--- src/rtl/draw_pkg.sv ---
// Shared types and constants for the VGA draw scheduler.
package draw_pkg;

    localparam int unsigned SCREEN_W = 160;
    localparam int unsigned SCREEN_H = 120;
    localparam int unsigned TILE     = 8;

    localparam logic [3:0] IMG_MAP0   = 4'd0;
    localparam logic [3:0] IMG_MAP7   = 4'd7;
    localparam logic [3:0] IMG_TITLE  = 4'd8;
    localparam logic [3:0] IMG_INSTR  = 4'd9;
    localparam logic [3:0] IMG_SELECT = 4'd10;
    localparam logic [3:0] IMG_CLEAR  = 4'd11;

    localparam logic [1:0] SPR_FLOOR = 2'd0;
    localparam logic [1:0] SPR_CHAR  = 2'd1;
    localparam logic [1:0] SPR_BOX   = 2'd2;
    localparam logic [1:0] SPR_GOAL  = 2'd3;

    typedef enum logic [2:0] {
        ST_IDLE,
        ST_FILL,
        ST_SPR,
        ST_DRAIN,
        ST_DONE
    } state_t;

    // Indices past the last real image sweep the screen in colour 0.
    function automatic logic is_blank_img(input logic [3:0] img);
        return img > IMG_CLEAR;
    endfunction

endpackage

--- src/rtl/raster_counter.sv ---
// Raster-order x/y counter with runtime limits; shared by fills and sprite draws.
module raster_counter #(
    parameter int unsigned XW = 8,
    parameter int unsigned YW = 7
) (
    input  logic          clk_i,
    input  logic          rst_ni,
    input  logic          clr_i,
    input  logic          en_i,
    input  logic [XW-1:0] x_max_i,
    input  logic [YW-1:0] y_max_i,
    output logic [XW-1:0] x_o,
    output logic [YW-1:0] y_o,
    output logic          last_o
);

    logic [XW-1:0] x_q, x_d;
    logic [YW-1:0] y_q, y_d;

    always_comb begin
        x_d = x_q;
        y_d = y_q;
        if (clr_i) begin
            x_d = '0;
            y_d = '0;
        end else if (en_i) begin
            if (x_q == x_max_i) begin
                x_d = '0;
                y_d = (y_q == y_max_i) ? '0 : y_q + 1'b1;
            end else begin
                x_d = x_q + 1'b1;
            end
        end
    end

    always_ff @(posedge clk_i or negedge rst_ni) begin
        if (!rst_ni) begin
            x_q <= '0;
            y_q <= '0;
        end else begin
            x_q <= x_d;
            y_q <= y_d;
        end
    end

    assign x_o    = x_q;
    assign y_o    = y_q;
    assign last_o = (x_q == x_max_i) && (y_q == y_max_i);

endmodule

--- src/rtl/draw_scheduler.sv ---
// Framebuffer write-port owner: full-screen fills and 8x8 sprite draws.
// Optional TRANSPARENT_EN: sprite pixels equal to KEY_COLOUR are not plotted.
module draw_scheduler
    import draw_pkg::*;
#(
    parameter int unsigned          SCREEN_W   = draw_pkg::SCREEN_W,
    parameter int unsigned          SCREEN_H   = draw_pkg::SCREEN_H,
    parameter int unsigned          TILE       = draw_pkg::TILE,
    parameter int unsigned          COLOUR_W   = 3,
    parameter logic [COLOUR_W-1:0]  KEY_COLOUR = 3'b101
) (
    input  logic                clock,
    input  logic                resetn,
    input  logic                fill_req,
    input  logic [3:0]          fill_img,
    input  logic                spr_req,
    input  logic [4:0]          spr_tx,
    input  logic [3:0]          spr_ty,
    input  logic [1:0]          spr_id,
    output logic [3:0]          img_sel,
    output logic [14:0]         img_addr,
    output logic [7:0]          spr_addr,
    output logic                src_spr,
    input  logic [COLOUR_W-1:0] pix_in,
    output logic [7:0]          vga_x,
    output logic [6:0]          vga_y,
    output logic [COLOUR_W-1:0] vga_colour,
    output logic                vga_plot,
    output logic                fill_done,
    output logic                spr_done,
    output logic                busy
);

`ifdef TRANSPARENT_EN
    localparam bit TRANSP_EN = 1'b1;
`else
    localparam bit TRANSP_EN = 1'b0;
`endif

    state_t      state_q, state_d;
    logic        grant_fill, grant_spr, issue;
    logic        is_spr_q, blank_q, oob_q, plot_q;
    logic [3:0]  img_q;
    logic [4:0]  tx_q;
    logic [3:0]  ty_q;
    logic [1:0]  id_q;
    logic [7:0]  vx_q;
    logic [6:0]  vy_q;

    logic [7:0]  cnt_x, x_max, spr_x;
    logic [6:0]  cnt_y, y_max, spr_y;
    logic        cnt_last;

    assign x_max = is_spr_q ? 8'(TILE - 1) : 8'(SCREEN_W - 1);
    assign y_max = is_spr_q ? 7'(TILE - 1) : 7'(SCREEN_H - 1);

    raster_counter #(
        .XW(8),
        .YW(7)
    ) u_raster (
        .clk_i   (clock),
        .rst_ni  (resetn),
        .clr_i   (grant_fill || grant_spr),
        .en_i    (issue),
        .x_max_i (x_max),
        .y_max_i (y_max),
        .x_o     (cnt_x),
        .y_o     (cnt_y),
        .last_o  (cnt_last)
    );

    always_comb begin
        state_d    = state_q;
        grant_fill = 1'b0;
        grant_spr  = 1'b0;
        issue      = 1'b0;
        case (state_q)
            ST_IDLE: begin
                if (fill_req) begin
                    grant_fill = 1'b1;
                    state_d    = ST_FILL;
                end else if (spr_req) begin
                    grant_spr = 1'b1;
                    state_d   = ST_SPR;
                end
            end
            ST_FILL: begin
                issue = 1'b1;
                if (cnt_last) state_d = ST_DRAIN;
            end
            ST_SPR: begin
                // Off-screen tiles spend one cycle here so done timing stays fixed.
                if (oob_q) begin
                    state_d = ST_DONE;
                end else begin
                    issue = 1'b1;
                    if (cnt_last) state_d = ST_DRAIN;
                end
            end
            ST_DRAIN: state_d = ST_DONE;
            ST_DONE:  state_d = ST_IDLE;
            default:  state_d = ST_IDLE;
        endcase
    end

    assign spr_x = 8'(32'(tx_q) * TILE + 32'(cnt_x));
    assign spr_y = 7'(32'(ty_q) * TILE + 32'(cnt_y));

    always_ff @(posedge clock or negedge resetn) begin
        if (!resetn) begin
            state_q  <= ST_IDLE;
            is_spr_q <= 1'b0;
            blank_q  <= 1'b0;
            oob_q    <= 1'b0;
            plot_q   <= 1'b0;
            img_q    <= '0;
            tx_q     <= '0;
            ty_q     <= '0;
            id_q     <= '0;
            vx_q     <= '0;
            vy_q     <= '0;
        end else begin
            state_q <= state_d;
            plot_q  <= issue;
            if (grant_fill) begin
                is_spr_q <= 1'b0;
                img_q    <= fill_img;
                blank_q  <= is_blank_img(fill_img);
            end
            if (grant_spr) begin
                is_spr_q <= 1'b1;
                blank_q  <= 1'b0;
                tx_q     <= spr_tx;
                ty_q     <= spr_ty;
                id_q     <= spr_id;
                oob_q    <= (32'(spr_tx) >= SCREEN_W / TILE) || (32'(spr_ty) >= SCREEN_H / TILE);
            end
            // Coordinates travel one cycle behind the address, matching ROM latency.
            if (issue) begin
                vx_q <= is_spr_q ? spr_x : cnt_x;
                vy_q <= is_spr_q ? spr_y : cnt_y;
            end
        end
    end

    assign img_sel    = img_q;
    assign img_addr   = 15'(32'(cnt_y) * SCREEN_W + 32'(cnt_x));
    assign spr_addr   = 8'(32'(id_q) * TILE * TILE + 32'(cnt_y) * TILE + 32'(cnt_x));
    assign src_spr    = is_spr_q;
    assign vga_x      = vx_q;
    assign vga_y      = vy_q;
    assign vga_colour = (plot_q && !blank_q) ? pix_in : '0;
    assign vga_plot   = plot_q && !(TRANSP_EN && is_spr_q && (pix_in == KEY_COLOUR));
    assign fill_done  = (state_q == ST_DONE) && !is_spr_q;
    assign spr_done   = (state_q == ST_DONE) && is_spr_q;
    assign busy       = (state_q != ST_IDLE);

endmodule

--- config.mk ---
export PLATFORM = sky130hd
export DESIGN_NAME = draw_scheduler
export DESIGN_NICKNAME = d
export VERILOG_FILES = /design/src/rtl/draw_pkg.sv /design/src/rtl/raster_counter.sv /design/src/rtl/draw_scheduler.sv
export SDC_FILE = /design/constraint.sdc
export NUM_CORES = 1
export LEC_CHECK = 0
export ABC_CLOCK_PERIOD_IN_PS = 8720
export CORE_UTILIZATION = 54
export DETAILED_ROUTE_END_ITERATION = 10
export GPL_TIMING_DRIVEN = 0
export PLACE_DENSITY = 0.84
export SYNTH_ARGS = -nofsm -noshare
export SYNTH_HDL_FRONTEND = slang
export SYNTH_SLANG_ARGS = --single-unit
--- constraint.sdc ---
create_clock -name clock -period 8.72 [get_ports clock]
set_input_delay 1.744 -clock clock [delete_from_list [all_inputs] [get_ports clock]]
set_output_delay 1.744 -clock clock [all_outputs]
set_load 0.03 [all_outputs]
==> results.json, run 1 <==
{
  "nNetsFinal": 487,
  "hpwl_mm": 6.235,
  "cts.sinks": 52,
  "yosysUniqueCellTypes": 61,
  "cp.required_ns": 6.98,
  "relSlewSlack_pct": 47.76,
  "io_buffers": 71,
  "grt_pass1_vias": 2742,
  "syn_nets": 408,
  "path_class": "reg2out",
  "min_period_ns": 5.601,
  "vias_per_cell": 5.921,
  "num_io_pins": 72,
  "synth_top_area_share_pct": 37.80,
  "place_area_um2": 4262,
  "min_from": "vga_x[0]",
  "wl_per_cell_um": 16.21,
  "placementRows": 28,
  "cts_buffers": 5,
  "antenna_found_initial": 0,
  "ctsResizeCount": 0,
  "worst_slew_pin_slew_ns": 0.7783,
  "synth_edf_count": 0,
  "cts_tree": "built",
  "grt_usage_pct": 26.50,
  "r2r_start": "u_raster.x_o[0]",
  "grt_pass1_wl_mm": 13.11,
  "drv_slew": 0,
  "drive_gt1_share_pct": 10.88,
  "ys_warn_count": 0,
  "cts_hold_buf": 0,
  "crit_path_start": "u_raster.y_o[3]",
  "final.setup_skew_ns": 0.003354,
  "critPathMostFrequentCell": "ha_1",
  "start_util_pct": 57.12,
  "grt_max_degree": 30,
  "synth_area_um2": 3442,
  "ant_nets": 0,
  "setup_viol": 0,
  "rsz0062_at_grt": "false",
  "cp_data_arrival_time_ns": 3.86,
  "clk_latency_ns": 0.31,
  "worstPathMaxFanout": 11,
  "ys_ff_latch": 52,
  "clockRootBuffer": "clkbuf_8",
  "antenna_cells": 0,
  "ir_drop_mv": 0.2497,
  "drc": 0,
  "die_h_um": 81.84,
  "max_freq_ghz": 0.1785,
  "clk_path_buf_depth": 2,
  "worstPathCellList": "ha_1 > ha_1 > fa_1 > xor2_1 > o21ai_0 > or4_1 > o41ai_1 > clkdlybuf4s50_1",
  "core_area_um2": 6026,
  "synth.most_common_cell": "dfrtp_1",
  "clk_pin_slew_ns": 0.09,
  "synth_area_leaders": "dfrtp_1 38%, ha_1 10%, mux2_2 4.9%",
  "hold_viol": 0,
  "gp_congestion": 0.8648,
  "power_density_nw_per_um2": 270.0,
  "synthTopCellsByCount": "52 x dfrtp_1, 43 x nand2_1, 28 x ha_1",
  "finalCritPeriodShare_pct": 64.23,
  "startpoint_type": "flip-flop",
  "holdCritPathClass": "reg2reg",
  "drv_cap": 0,
  "post_cts_buffers": 0,
  "grt-ovfl-total": 0,
  "stdcell_area_um2": 4355,
  "drt_iter0_markers": 241,
  "die_x_um": 81.84,
  "syn_inst": 352,
  "synth_seq_area_share_pct": 37.80,
  "yosys.area.top_type": "dfrtp_1",
  "synthToLayoutAreaGrowth_pct": 26.54,
  "cpMaxStageDelayCell": "clkdlybuf4s50_1",
  "setup_tns_ns": 0,
  "h-tree-depth": 2,
  "vias": 3002,
  "routed_wl_mm": 8.216,
  "ys.flop_type": "dfrtp_1",
  "outcome": "completed",
  "cp-end-kind": "primary output",
  "dr.pass1.iters": 5,
  "async_flop_share_pct": 100.0,
  "dieArea_um2": 6698,
  "leakage_nw": 1.989,
  "avgSynthCellArea_um2": 9.779,
  "slowest_delay_ns": 0.72
}
-- layer usage --
metal | vias to the layer above | routed length, um | global-route usage, %
li1 | 1414 | - | -
met1 | 1450 | 3503 | 35.57
met2 | 116 | 3999 | 42.07
met3 | 22 | 484 | 4.889
met4 | 0 | 229 | 10.88
met5 | - | 0 | 0
-- registers in the layout, indices dropped and copies added, names as in the netlist --
name and cells:
u_raster.x_o 8, vga_x 8, u_raster.y_o 7, vga_y 7
tx_q 5, img_sel 4, ty_q 4, state_q 3
id_q 2, blank_q 1, oob_q 1, src_spr 1
vga_plot 1
-- cells in the final DEF (no fill, tap or decap), drive strengths merged, types with 3 or more instances in the layout --
cell type	Yosys	final
buf	13	15
and2	4	4
nand3	12	12
nand4	3	3
clkdlybuf4s50	0	70
nor2	17	17
or2	3	3
and3	5	5
clkbuf	8	15
or4b	3	3
xor2	7	7
or3	4	4
dfrtp	52	52
a21oi	19	19
a21o	5	5
xnor2	9	9
or4	3	3
o21a	4	4
inv	14	14
nor2b	5	5
mux2	15	15
mux2i	3	3
fa	6	6
a211o	3	3
ha	28	28
a211oi	4	4
o21ai	25	25
nor3b	3	3
nand2	43	43
-- cell type report --
class | count | area [um2]
clock inverter | 1 | 7.507
multi-input combinational | 265 | 1952
timing repair buffer | 72 | 725.7
sequential | 52 | 1301
tap | 75 | 93.84
inverter | 14 | 52.55
fill | 465 | 1670
clock buffer | 7 | 86.33
buffer | 21 | 136.4
-- critical path: cells and delay by family, from the launching register on --
family,cells,cell delay [ns]
DFF,1,0.61
buffers and inverters,1,0.72
and+or+nand+nor,1,0.47
xor gates and xnor gates,1,0.28
AOI/OAI and AO/OA,2,0.48
adders and majority gates,3,0.99
-- metrics by stage --
step                setup slack [ns]  cells  power [mW]  hold slack [ns]  util (%)
floorplan                      3.636    352      0.7879           0.4505         -
global placement               3.488    498       1.010           0.4616     70.47
detailed placement             3.464    499       1.032           0.4672     70.72
CTS                            3.108    507       1.179           0.4891     72.28
global route                   2.940    507       1.249           0.5165     72.28
finish                         3.119    507       1.176           0.4881     72.28
-- where the power goes --
part           internal (mW)  total (mW)  switching [mW]
Combinational          0.266       0.641           0.375
Clock                 0.0646       0.144          0.0794
Sequential             0.320       0.391          0.0703
Total                  0.651        1.18           0.525
-- final timing paths --
| path | to | slack, ns | depth (start not counted) |
|---|---|---|---|
| min reg2reg | vga_x[0] | 0.49 | 2 |
| max reg2reg | u_raster.y_o[6] | 6.37 | 5 |
| min | vga_x[0] | 0.49 | 2 |
| max | img_addr[14] | 3.12 | 8 |
| max in group asynchronous | vga_y[3] | 6.75 | 2 |
| min in group asynchronous | vga_x[1] | 1.42 | 1 |
-- cells by family after synthesis --
family,Yosys count,synth area share [%]
AO/OA/AOI/OAI,80,15.05
adder cells (fa/ha/maj),34,13.67
flip-flops,52,37.80
AND/OR/NAND/NOR,116,17.48
XOR/XNOR,17,4.726
multiplexers,18,5.780
buffers and inverters,35,5.489
Note: power is estimated with default switching activity, not from simulation.
==> run 2: changes to the inputs <==
Settings changed: ABC_CLOCK_PERIOD_IN_PS 8720 to 4600, CORE_UTILIZATION 54 to 47, PLACE_DENSITY 0.84 to 0.77.
Clock period 8.72 ns to 4.6 ns, I/O delays scaled along.
==> run 2 against run 1 <==
  * Power increased by 92%
  * Cell area rose by 1.1%
  * Non-clock buffer count unchanged
  * Sequential cell count did not move
  * Largest cell class unchanged
  * Clock power grew 120%
  * Wire length down 1.9%
  * Cell count increased by 4.1%
  * Via count shrank 2.1%
==> results.json, run 2 (synthesized netlist as in run 1, its figures left out) <==
{
  "cts_tree": "built",
  "place_inst": 520,
  "drv_cap": 0,
  "hold-worst-slack_ns": 0.4842,
  "fin_ws_ns": 0.1724,
  "grt_pass1_vias": 2767,
  "core_area_um2": 6944,
  "power_density_nw_per_um2": 512.5,
  "num_io_pins": 72,
  "whs_path_depth": 2,
  "ir_drop_mv": 0.3371,
  "stdcell_area_um2": 4405,
  "outcome": "completed",
  "gp_congestion": 0.8837,
  "ant_nets": 0,
  "nFillCells": 594,
  "layout_common_cells": "69 x clkdlybuf4s50_1, 51 x dfrtp_1, 43 x nand2_1",
  "relSlewSlack_pct": 45.20,
  "hpwl_mm": 6.090,
  "dieArea_um2": 7669,
  "drt_iter0_markers": 126,
  "worstHoldEndpoint": "vga_x[2]",
  "post-route-util_pct": 63.44,
  "clk_path_buf_depth": 2,
  "place_area_um2": 4288,
  "nNetsFinal": 487,
  "clk_pin_slew_ns": 0.10,
  "vias": 2938,
  "ctsResizeCount": 2,
  "grt-ovfl-total": 0,
  "min_period_ns": 4.428,
  "wl_per_cell_um": 15.27,
  "antenna_found_initial": 0,
  "die_x_um": 87.58,
  "max_freq_ghz": 0.2259,
  "startpoint_type": "flip-flop",
  "setup_tns_ns": 0,
  "placementRows": 30,
  "power_mw": 2.258,
  "r2r-end": "u_raster.y_o[6]",
  "rrSetupSlack_ns": 2.26,
  "grt_max_degree": 37,
  "cts_hold_buf": 0,
  "grt_usage_pct": 22.70,
  "preCtsSetupSlack_ns": 0.1612,
  "r2r_start": "u_raster.x_o[0]",
  "post_cts_buffers": 0,
  "setup_viol": 0,
  "h-tree-depth": 2,
  "dr.pass1.iters": 4,
  "clockRootBuffer": "clkbuf_8",
  "leakage_nw": 2.002,
  "cp.required_ns": 3.68,
  "hold_viol": 0,
  "antenna_cells": 0,
  "drv_slew": 0,
  "vias_per_cell": 5.564,
  "cp_data_arrival_time_ns": 3.51,
  "cp-end-kind": "primary output",
  "final.setup_skew_ns": 0.006191,
  "cts.sinks": 52,
  "holdCritPathClass": "reg2reg",
  "die_h_um": 87.58,
  "final_common_cell": "clkdlybuf4s50_1",
  "grt_pass1_wl_mm": 13.39,
  "r2r_cells": 5,
  "drive_gt1_share_pct": 11.57,
  "clk_latency_ns": 0.31,
  "min_from": "vga_x[2]",
  "path_class": "reg2out",
  "routed_wl_mm": 8.063,
  "cts_buffers": 5,
  "instances_no_fill": 528,
  "rsz0062_at_grt": "false",
  "drc": 0,
  "start_util_pct": 49.57,
  "io_buffers": 71,
  "worst_slew_pin_slew_ns": 0.8165,
  "finalCritPeriodShare_pct": 96.25,
  "synthToLayoutAreaGrowth_pct": 27.99,
  "worstPathMaxFanout": 11
}
-- run 2: metal layers --
| metal | global-route usage, % | vias to the layer above | share of wire [%] |
|---|---|---|---|
| li1 | - | 1414 | - |
| met1 | 31.14 | 1433 | 45 |
| met2 | 38.42 | 83 | 49 |
| met3 | 3.299 | 8 | 5.0 |
| met4 | 4.918 | 0 | 0.88 |
| met5 | 0 | - | 0 |
-- run 2: critical path: stages (launching register included) --
cell	delay (ns)
dfrtp_2	0.51
ha_1	0.31
ha_1	0.23
fa_1	0.43
xor2_1	0.27
o21ai_0	0.11
or4_1	0.47
xnor2_1	0.18
clkdlybuf4s50_1	0.68
-- run 2: worst max path at each step --
stage	cells past startpoint	end	from
after global routing	8	img_addr[12]	u_raster.y_o[3]
final	8	img_addr[12]	u_raster.y_o[3]
after detailed placement	8	img_addr[14]	u_raster.y_o[3]
after CTS	8	img_addr[12]	u_raster.y_o[3]
after floorplan	7	img_addr[14]	u_raster.y_o[3]
after global placement	8	img_addr[14]	u_raster.y_o[3]
-- run 2: cell type report --
type	instances	area [um2]	share of cell area, %
inverters	14	52.55	1.193
plain buffers	21	136.4	3.096
multi-input cells	265	1958	44.45
repair buffers	72	724.4	16.44
clock inverters	3	42.54	0.9656
well taps	96	120.1	2.726
clock buffers	5	68.82	1.562
flip-flops and latches	52	1303	29.57
-- run 2: where the power goes --
| part | internal (mW) | total [mW] | switching [mW] |
|---|---|---|---|
| Sequential | 0.607 | 0.737 | 0.130 |
| Clock | 0.161 | 0.315 | 0.154 |
| Combinational | 0.505 | 1.21 | 0.701 |
| Total | 1.27 | 2.26 | 0.985 |
